File: src/rtl/display_sequencer.sv
// Safe display sequencer: gathers four keypad digits, hands the code to the
// verifier, then shows the result or a timed error on the 4-digit display.
module display_sequencer #(
  parameter int ERR_CYCLES    = 100,
  parameter int IDLE_CYCLES   = 1000,
  parameter int VERIFY_CYCLES = 64,
  parameter int TMR_W         = 16
) (
  input  logic        clk,
  input  logic        rst,
  input  logic        key_valid,
  input  logic [3:0]  key_digit,
  input  logic        key_clear,
  input  logic        verify_done,
  input  logic        verify_ok,
  output logic        code_valid,
  output logic [15:0] entered_code,
  output logic [2:0]  display_mode,
  output logic [2:0]  digit_count,
  output logic        busy
);

  typedef enum logic [1:0] {
    S_IDLE,
    S_ENTRY,
    S_WAIT,
    S_ERR
  } state_t;

  localparam logic [2:0] MODE_ERR   = 3'b001;
  localparam logic [2:0] MODE_SHOW  = 3'b010;
  localparam logic [2:0] MODE_BLANK = 3'b100;

  localparam logic [TMR_W-1:0] ERR_LAST  = TMR_W'(ERR_CYCLES - 1);
  localparam logic [TMR_W-1:0] IDLE_LAST = TMR_W'(IDLE_CYCLES - 1);
  localparam logic [TMR_W-1:0] VER_LAST  = TMR_W'(VERIFY_CYCLES - 1);
  localparam logic [TMR_W-1:0] TMR_MAX   = '1;

  state_t            state;
  state_t            state_n;
  logic [TMR_W-1:0]  tmr;
  logic [TMR_W-1:0]  tmr_n;
  logic              tmr_rst;
  logic [15:0]       code_n;
  logic [2:0]        cnt_n;
  logic              cv_n;
  logic [2:0]        mode_n;
  logic              busy_n;
  logic              digit_ok;

  assign digit_ok = key_valid && (key_digit <= 4'd9);

  always_comb begin
    state_n = state;
    code_n  = entered_code;
    cnt_n   = digit_count;
    cv_n    = 1'b0;
    tmr_rst = 1'b0;
    unique case (state)
      S_IDLE: begin
        code_n = 16'h0;
        cnt_n  = 3'd0;
        if (digit_ok && !key_clear) begin
          code_n  = {12'h0, key_digit};
          cnt_n   = 3'd1;
          state_n = S_ENTRY;
        end
      end
      S_ENTRY: begin
        if (key_clear) begin
          code_n  = 16'h0;
          cnt_n   = 3'd0;
          state_n = S_IDLE;
        end else if (digit_ok) begin
          code_n  = {entered_code[11:0], key_digit};
          cnt_n   = 3'(digit_count + 3'd1);
          tmr_rst = 1'b1;
          if (digit_count == 3'd3) begin
            cv_n    = 1'b1;
            state_n = S_WAIT;
          end
        end else if (tmr >= IDLE_LAST) begin
          code_n  = 16'h0;
          cnt_n   = 3'd0;
          state_n = S_IDLE;
        end
      end
      S_WAIT: begin
        // a response landing on the timeout cycle still counts
        if (verify_done) begin
          code_n  = 16'h0;
          cnt_n   = 3'd0;
          state_n = verify_ok ? S_IDLE : S_ERR;
        end else if (tmr >= VER_LAST) begin
          code_n  = 16'h0;
          cnt_n   = 3'd0;
          state_n = S_ERR;
        end
      end
      S_ERR: begin
        code_n = 16'h0;
        cnt_n  = 3'd0;
        if (tmr >= ERR_LAST) begin
          state_n = S_IDLE;
        end
      end
      default: begin
        code_n  = 16'h0;
        cnt_n   = 3'd0;
        state_n = S_IDLE;
      end
    endcase
  end

  always_comb begin
    tmr_n = tmr;
    if (tmr_rst || (state_n != state)) begin
      tmr_n = '0;
    end else if (tmr != TMR_MAX) begin
      tmr_n = tmr + 1'b1;
    end
  end

  always_comb begin
    mode_n = MODE_BLANK;
    busy_n = 1'b0;
    unique case (state_n)
      S_IDLE: begin
        mode_n = MODE_BLANK;
      end
      S_ENTRY: begin
        mode_n = MODE_SHOW;
      end
      S_WAIT: begin
        mode_n = MODE_SHOW;
        busy_n = 1'b1;
      end
      S_ERR: begin
        mode_n = MODE_ERR;
        busy_n = 1'b1;
      end
      default: begin
        mode_n = MODE_BLANK;
      end
    endcase
  end

  always_ff @(posedge clk) begin
    if (rst) begin
      state        <= S_IDLE;
      tmr          <= '0;
      entered_code <= 16'h0;
      digit_count  <= 3'd0;
      display_mode <= MODE_BLANK;
      code_valid   <= 1'b0;
      busy         <= 1'b0;
    end else begin
      state        <= state_n;
      tmr          <= tmr_n;
      entered_code <= code_n;
      digit_count  <= cnt_n;
      display_mode <= mode_n;
      code_valid   <= cv_n;
      busy         <= busy_n;
    end
  end

endmodule
File: config.mk
export PLATFORM = sky130hd
export DESIGN_NAME = display_sequencer
export DESIGN_NICKNAME = d
export VERILOG_FILES = /design/src/rtl/display_sequencer.sv
export SDC_FILE = /design/constraint.sdc
export NUM_CORES = 1
export LEC_CHECK = 0
export CAP_MARGIN = 5
export CORE_ASPECT_RATIO = 0.8
export CORE_MARGIN = 5
export CORE_UTILIZATION = 56
export DETAILED_ROUTE_END_ITERATION = 16
export PLACE_DENSITY = 0.94
export SETUP_SLACK_MARGIN = 0.1
export SYNTH_ARGS = -nofsm -noshare
export SYNTH_HDL_FRONTEND = slang
export SYNTH_SLANG_ARGS = --single-unit
File: constraint.sdc
create_clock -name clk -period 3.5 [get_ports clk]
set_input_delay 0.7 -clock clk [delete_from_list [all_inputs] [get_ports clk]]
set_output_delay 0.7 -clock clk [all_outputs]
set_load 0.01 [all_outputs]
==> results of run 1 <==
==> cell type report <==
| type | instances | area (um2) | area share (%) |
|---|---|---|---|
| Inverter | 9 | 33.8 | 1.39 |
| Timing Repair Buffer | 36 | 353 | 14.6 |
| Tap cell | 42 | 52.6 | 2.17 |
| Multi-Input combinational cell | 159 | 1080 | 44.4 |
| Clock inverter | 3 | 17.5 | 0.723 |
| Clock buffer | 5 | 68.8 | 2.84 |
| Sequential cell | 41 | 821 | 33.9 |
==> worst reg2reg max path: stages, from the launching register on <==
cell      delay (ps)
dfxtp_1          360
ha_1             220
a211oi_1         260
nor3_1           130
nor4b_4          400
and4bb_2         310
ha_1             190
or2_2            270
==> sequential cells by signal (all words and copies together), names as in the netlist <==
name	count
entered_code	16
state	1
busy	1
tmr	16
digit_count	3
display_mode	3
code_valid	1
==> kinds of logic (layout without fill, tap and decap cells) <==
kind of cell               Yosys count  in the layout  share of synthesized area (%)
and+or+nand+nor                     98             98                           30.3
AOI/OAI and AO/OA                   42             42                           14.2
DFF                                 41             41                           41.3
buffers and inverters               20             53                           4.47
xor gates and xnor gates            10             10                           4.41
adders and majority gates            6              6                           3.78
muxes                                3              3                           1.51
==> where the power goes <==
part / internal [mW] / leakage [nW] / total (mW) / switching (mW)
sequential: 0.472 / 0.331 / 0.478 / 0.00656
clock: 0.137 / 0.0439 / 0.302 / 0.164
combinational: 0.0295 / 0.435 / 0.0591 / 0.0296
==> per-layer routing <==
metal	global-route usage (%)	routed length, um
met5	0	0
met4	7.42	48
met3	4.42	242
met2	30.2	2120
met1	27.1	2130
==> stage by stage <==
step | cell area [um2] | power, mW | hold slack [ps] | util (%) | setup WS [ps]
3_5_place_dp | 2340 | 0.548 | 471 | 68.2 | 717
3_3_place_gp | 2340 | 0.546 | 465 | 68.2 | 777
5_1_grt | 2420 | 0.873 | 526 | 70.8 | 923
2_1_floorplan | 1990 | 0.524 | 485 | - | 1310
4_1_cts | 2420 | 0.847 | 482 | 70.8 | 1010
6_report | 2420 | 0.839 | 481 | 70.8 | 995
==> worst paths after layout <==
path                                 start  slack, ps  cells after the start                             to
max                              key_clear       1000                      7     display_mode[2]$_SDFF_PP1_
max reg2reg            tmr[0]$_SDFFE_PP0P_       1250                      7     display_mode[2]$_SDFF_PP1_
min          entered_code[14]$_SDFFE_PP0P_        480                      2  entered_code[14]$_SDFFE_PP0P_
min reg2reg  entered_code[14]$_SDFFE_PP0P_        480                      2  entered_code[14]$_SDFFE_PP0P_
==> cell usage in the layout, fill, tap and decap left out, types with 6 or more instances in the layout <==
master | synthesis | layout
dfxtp_1 | 41 | 41
xnor2_1 | 7 | 7
o22ai_1 | 6 | 6
nand2_1 | 14 | 14
clkdlybuf4s50_1 | 0 | 33
nand2b_1 | 12 | 12
ha_1 | 6 | 6
o21ai_0 | 8 | 8
inv_1 | 9 | 9
nor2_2 | 11 | 11
nand3_1 | 8 | 8
nor2_1 | 18 | 18
==> key figures, run 1 <==
Clock tree
  • TritonCTS Buffers: 5
  • Worst-skew pair later-pin latency: 300 ps
  • Clock Sinks: 41
  • CTS-repair resized insts: 0
  • CTS max path bufs: 2
  • TritonCTS clock tree: built
  • Post-CTS Hold Buffers: 0
  • CTS H-tree lvls: 2
  • Number of setup buffers added after CTS: 0
  • Clk root buf: clkbuf_8
  • Clock slew at reported path FFs: 70 ps

Floorplanning
  • Die width: 76.6 um
  • Die Ht: 63.3 um
  • Die footprint: 4840 um2
  • Core area: 3420 um2
  • Row cnt: 19
  • Ports: 34
  • Initial core utilization: 58.0%

Synthesis
  • Distinct cells, synth: 46
  • Top FF cell, synth: dfxtp_1
  • Asr flop ratio synth: 0%
  • Cells after Synth: 220
  • Synth area leader: dfxtp_1
  • Synth Area per Inst: 9.03 um2
  • Sequential area share after synthesis: 41.3%
  • Share of the synthesized area in the top cell type: 41.3%
  • Count leader, synth: dfxtp_1
  • Synth warn: 0
  • Syn Nets: 236
  • Synth top cells by count: dfxtp_1, nor2_1, nand2_1
  • Synth area leaders: dfxtp_1, ha_1, nand2b_1, nor2_2, nor2_1
  • FF+latch count, synth: 41
  • EDFF count, synth: 0
  • Syn Std Cell Area: 1990 um2

STA
  • Setup TNS: 0 ps
  • Final setup viols: 0
  • Fmax: 399 MHz
  • Fin. max-slew vios: 0
  • RSZ-0062 raised after global routing: false
  • Minimum clock period: 2500 ps
  • Hold Vio Cnt, Final: 0
  • Clk_skew: 5.59 ps
  • Period utilization: 71.6%
  • Worst-Margin Slew: 619 ps
  • Slew margin rel.: 58.7%

Routing
  • Initial DRC Count: 144
  • Drt wl/cell: 15.4 um
  • DRC Markers: 0
  • Router iterations before antenna repair: 4
  • Final WL: 4.54 mm
  • Vias/cell: 5.82
  • Post-route ant nets: 0
  • DR vias: 1,717

Place
  • RePlAce Congestion: 0.860
  • I/O Buffers: 33
  • Placed Instances: 287
  • Hpwl dp: 3.38 mm

Critical path
  • Buf/Inv on CP: 1
  • Crit Path Class: in -> reg
  • Delay-heaviest family, CP: simple AND/OR/NAND/NOR gates
  • Required @ worst endpoint: 3690 ps
  • Slowest stage delay, CP: 460 ps
  • Crit path cell chain: clkdlybuf4s50_1 -> nor2_1 -> nand2_1 -> nor4b_4 -> and4bb_2 -> ha_1 -> or2_2
  • Worst Path Max Fanout: 7
  • Critical path data arrival time: 2690 ps
  • CP Launch Type: input pin
  • Slowest CP cell: nor4b_4
  • CP Capture Type: flop

Run
  • Max Cap Viol: 0

Global routing
  • Gr usage total: 19.8%
  • Largest net degree at the start of global routing: 32
  • Total grt overflow: 0
  • First-pass GRT wire length: 7.76 mm
  • Vias in the first global route: 1,559
  • Initial antenna violation count: 0

Outcome
  • Outcome: completed

Finish
  • Final net count: 268
  • Ant diodes: 0
  • Fillers: 270
  • Final std cells w/o fill: 295
  • Share of cells above drive strength 1: 12.6%
  • P&R area growth vs syn: 22.0%

Power and ir drop
  • PD cells: 346 nW/um2
  • Static leakage: 0.810 nW
  • Peak supply drop: 0.357 mV

Worst hold path
  • Hold crit path type: reg -> reg
(Power assumes the default switching activity.)
==> run 2, diff against run 1 <==
CORE_UTILIZATION = 47   (was 56)
PLACE_DENSITY = 0.85   (was 0.94)
clock period = 2.25 ns   (was 3.5 ns; I/O delays follow)
==> run 2 against run 1 <==
Against the previous run:
- global-route usage decreased by 1.7 points
- final cell count increased by 9.2%
- combinational power increased by 81%
- first-iteration DRC count increased by 0.69%
- non-clock buffer count increased by 12
- critical path type is now reg -> reg
- setup slack got worse by 800 ps
- cell area increased by 7.1%
- highest routed layer unchanged
==> key figures, run 2 (same netlist as run 1, synthesis figures left out) <==
Global routing
  • Initial antenna violation count: 0 (unchanged)
  • Vias in the first global route: 1,607 (+3.1%)
  • GRT busiest layer: met2
  • Met1 Resource Use GR: 24.6% (-2.6 points)
  • Met2 GRT Util: 27.8% (-2.4 points)
  • First-pass GRT wire length: 7.65 mm (-1.4%)
  • GR Util met3: 4.21% (-0.21 points)
  • Total grt overflow: 0 (unchanged)
  • Largest net degree at the start of global routing: 31 (-3.1%)
  • Gr usage total: 18.1% (-1.7 points)

Finish
  • Final net count: 280 (+4.5%)
  • Fillers: 370 (+37%)
  • P&R area growth vs syn: 30.6%
  • Ant diodes: 0 (unchanged)
  • Post-layout util: 62.9% (-7.9 points)
  • Most common cell after layout, fill and taps aside: dfxtp_1
  • Share of cells above drive strength 1: 17.4% (+4.7 points)
  • Largest regs: entered_code x16, tmr x16
  • Commonest non-fill, non-tap cells in the layout: dfxtp_1, clkdlybuf4s50_1, nor2_1, nand2_1, buf_4
  • Final std cells w/o fill: 322 (+9.2%)

Place
  • RePlAce Congestion: 0.848 (-1.4%)
  • Hpwl dp: 3.42 mm (+1.4%)
  • Placed Instances: 314 (+9.4%)
  • I/O Buffers: 33 (unchanged)

Critical path
  • CP dominant cell by count: ha_1
  • CP Capture Type: flop
  • Slowest stage delay, CP: 360 ps (-100 ps)
  • Crit path cell chain: ha_1 -> a211oi_1 -> nor3_1 -> nor4b_4 -> and4bb_2 -> ha_1 -> or2_2
  • Required @ worst endpoint: 2440 ps (-1250 ps)
  • Slowest CP cell: dfxtp_1
  • Crit Path Class: reg -> reg
  • Buf/Inv on CP: 0 (-1)
  • Worst Path Max Fanout: 5 (-2)
  • Delay-heaviest family, CP: simple AND/OR/NAND/NOR gates
  • Critical path data arrival time: 2240 ps (-450 ps)
  • CP Launch Type: flop

Power and ir drop
  • Static leakage: 0.890 nW (+9.8%)
  • Peak supply drop: 0.369 mV (+3.2%)
  • Logic pwr share: 7.4% (+0.4 points)
  • Sequential share of power: 51.4% (-5.6 points)
  • NetSw: 0.324 mW (+62%)
  • Pwr Total: 1.45 mW (+73%)
  • Clock share of power: 41.2% (+5.3 points)
  • Int Power: 1.12 mW (+76%)
  • Switching part of the total: 22.4% (-1.5 points)
  • PD cells: 558 nW/um2 (+61%)

Clock tree
  • Clock Sinks: 41 (unchanged)
  • CTS max path bufs: 2 (unchanged)
  • CTS-repair resized insts: 0 (unchanged)
  • Clk root buf: clkbuf_8
  • Number of setup buffers added after CTS: 0 (unchanged)
  • TritonCTS Buffers: 5 (unchanged)
  • TritonCTS clock tree: built
  • Worst-skew pair later-pin latency: 300 ps (about the same)
  • Clock slew at reported path FFs: 80 ps (about the same)
  • Post-CTS Hold Buffers: 0 (unchanged)
  • CTS H-tree lvls: 2 (unchanged)

Routing
  • Vias/cell: 5.41 (-7.1%)
  • Router iterations before antenna repair: 5 (+1)
  • Initial DRC Count: 145 (+0.69%)
  • Post-route ant nets: 0 (unchanged)
  • DRC Markers: 0 (unchanged)
  • DR vias: 1,742 (+1.5%)
  • Drt wl/cell: 14.2 um (-7.7%)
  • Final WL: 4.58 mm (+0.77%)

STA
  • Worst-Margin Slew: 414 ps (-204 ps)
  • Clk_skew: 8.60 ps (+3.01 ps)
  • Slew margin rel.: 72.2% (+13 points)
  • Fin. max-slew vios: 0 (unchanged)
  • WHS: 478 ps (-2.47 ps)
  • Fmax: 487 MHz
  • Period utilization: 91.3%
  • Minimum clock period: 2050 ps
  • Final setup viols: 0 (unchanged)
  • RSZ-0062 raised after global routing: false
  • Hold Vio Cnt, Final: 0 (unchanged)

Floorplanning
  • Row cnt: 21 (+2)
  • Die footprint: 5630 um2 (+16%)
  • Die Ht: 68.1 um (+7.7%)
  • Die width: 82.7 um (+8.0%)
  • Core area: 4130 um2 (+21%)
  • Initial core utilization: 48.1% (-9.9 points)
  • Ports: 34 (unchanged)

Worst hold path
  • Hold crit path type: reg -> reg

Run
  • Max Cap Viol: 0 (unchanged)

Outcome
  • Outcome: completed
run 2: cell types whose count changed in the layout (fill, tap and decap cells not counted), sizes merged:
cell | previous run | this run
bufinv | 0 | 1
clkinv | 2 | 1
buf | 3 | 15
run 2: worst register-to-register path: stages, from the launching register on:
cell,delay [ps]
dfxtp_1,360
ha_1,220
a211oi_1,260
nor3_1,130
nor4b_4,250
and4bb_2,300
ha_1,170
or2_2,260
run 2: path summary, 6_finish.rpt:
path | end | slack (ps) | start | cells past startpoint
hold / removal | entered_code[14]$_SDFFE_PP0P_ | 480 | entered_code[14]$_SDFFE_PP0P_ | 2
setup / recovery | display_mode[2]$_SDFF_PP1_ | 200 | tmr[0]$_SDFFE_PP0P_ | 7
setup reg to reg | display_mode[2]$_SDFF_PP1_ | 200 | tmr[0]$_SDFFE_PP0P_ | 7
hold reg to reg | entered_code[14]$_SDFFE_PP0P_ | 480 | entered_code[14]$_SDFFE_PP0P_ | 2
run 2: metal layers:
metal / share of wire, % / vias to the layer above
li1: - / 877
met1: 48 / 821
met2: 46 / 39
met5: 0 / -
met4: 1.1 / 0
met3: 4.5 / 5
run 2: area by class of cell:
type	count	area (um2)	area share, %
clock buffer	5	68.8	2.65
clock inverter	3	46.3	1.78
inverter	9	33.8	1.30
multi-input combinational	159	1080	41.8
sequential	41	821	31.6
tap	57	71.3	2.75
timing repair buffer	48	468	18.0
run 2: power by group through the flow:
stage	clock [mW]	sequential, mW	combinational (mW)
2_1_floorplan	0	0.760	0.0548
5_1_grt	0.636	0.746	0.116
6_report	0.597	0.744	0.107
4_1_cts	0.605	0.744	0.106
3_3_place_gp	0	0.761	0.104
3_5_place_dp	0	0.761	0.106
run 2: through the flow:
step | setup slack, ps | cell area (um2) | TNS, ps
after global placement | -11.2 | 2470 | -15.3
after global routing | 104 | 2590 | 0
final | 196 | 2590 | 0
after floorplan | 220 | 1990 | 0
after detailed placement | -31.2 | 2470 | -88.0
after CTS | 178 | 2580 | 0
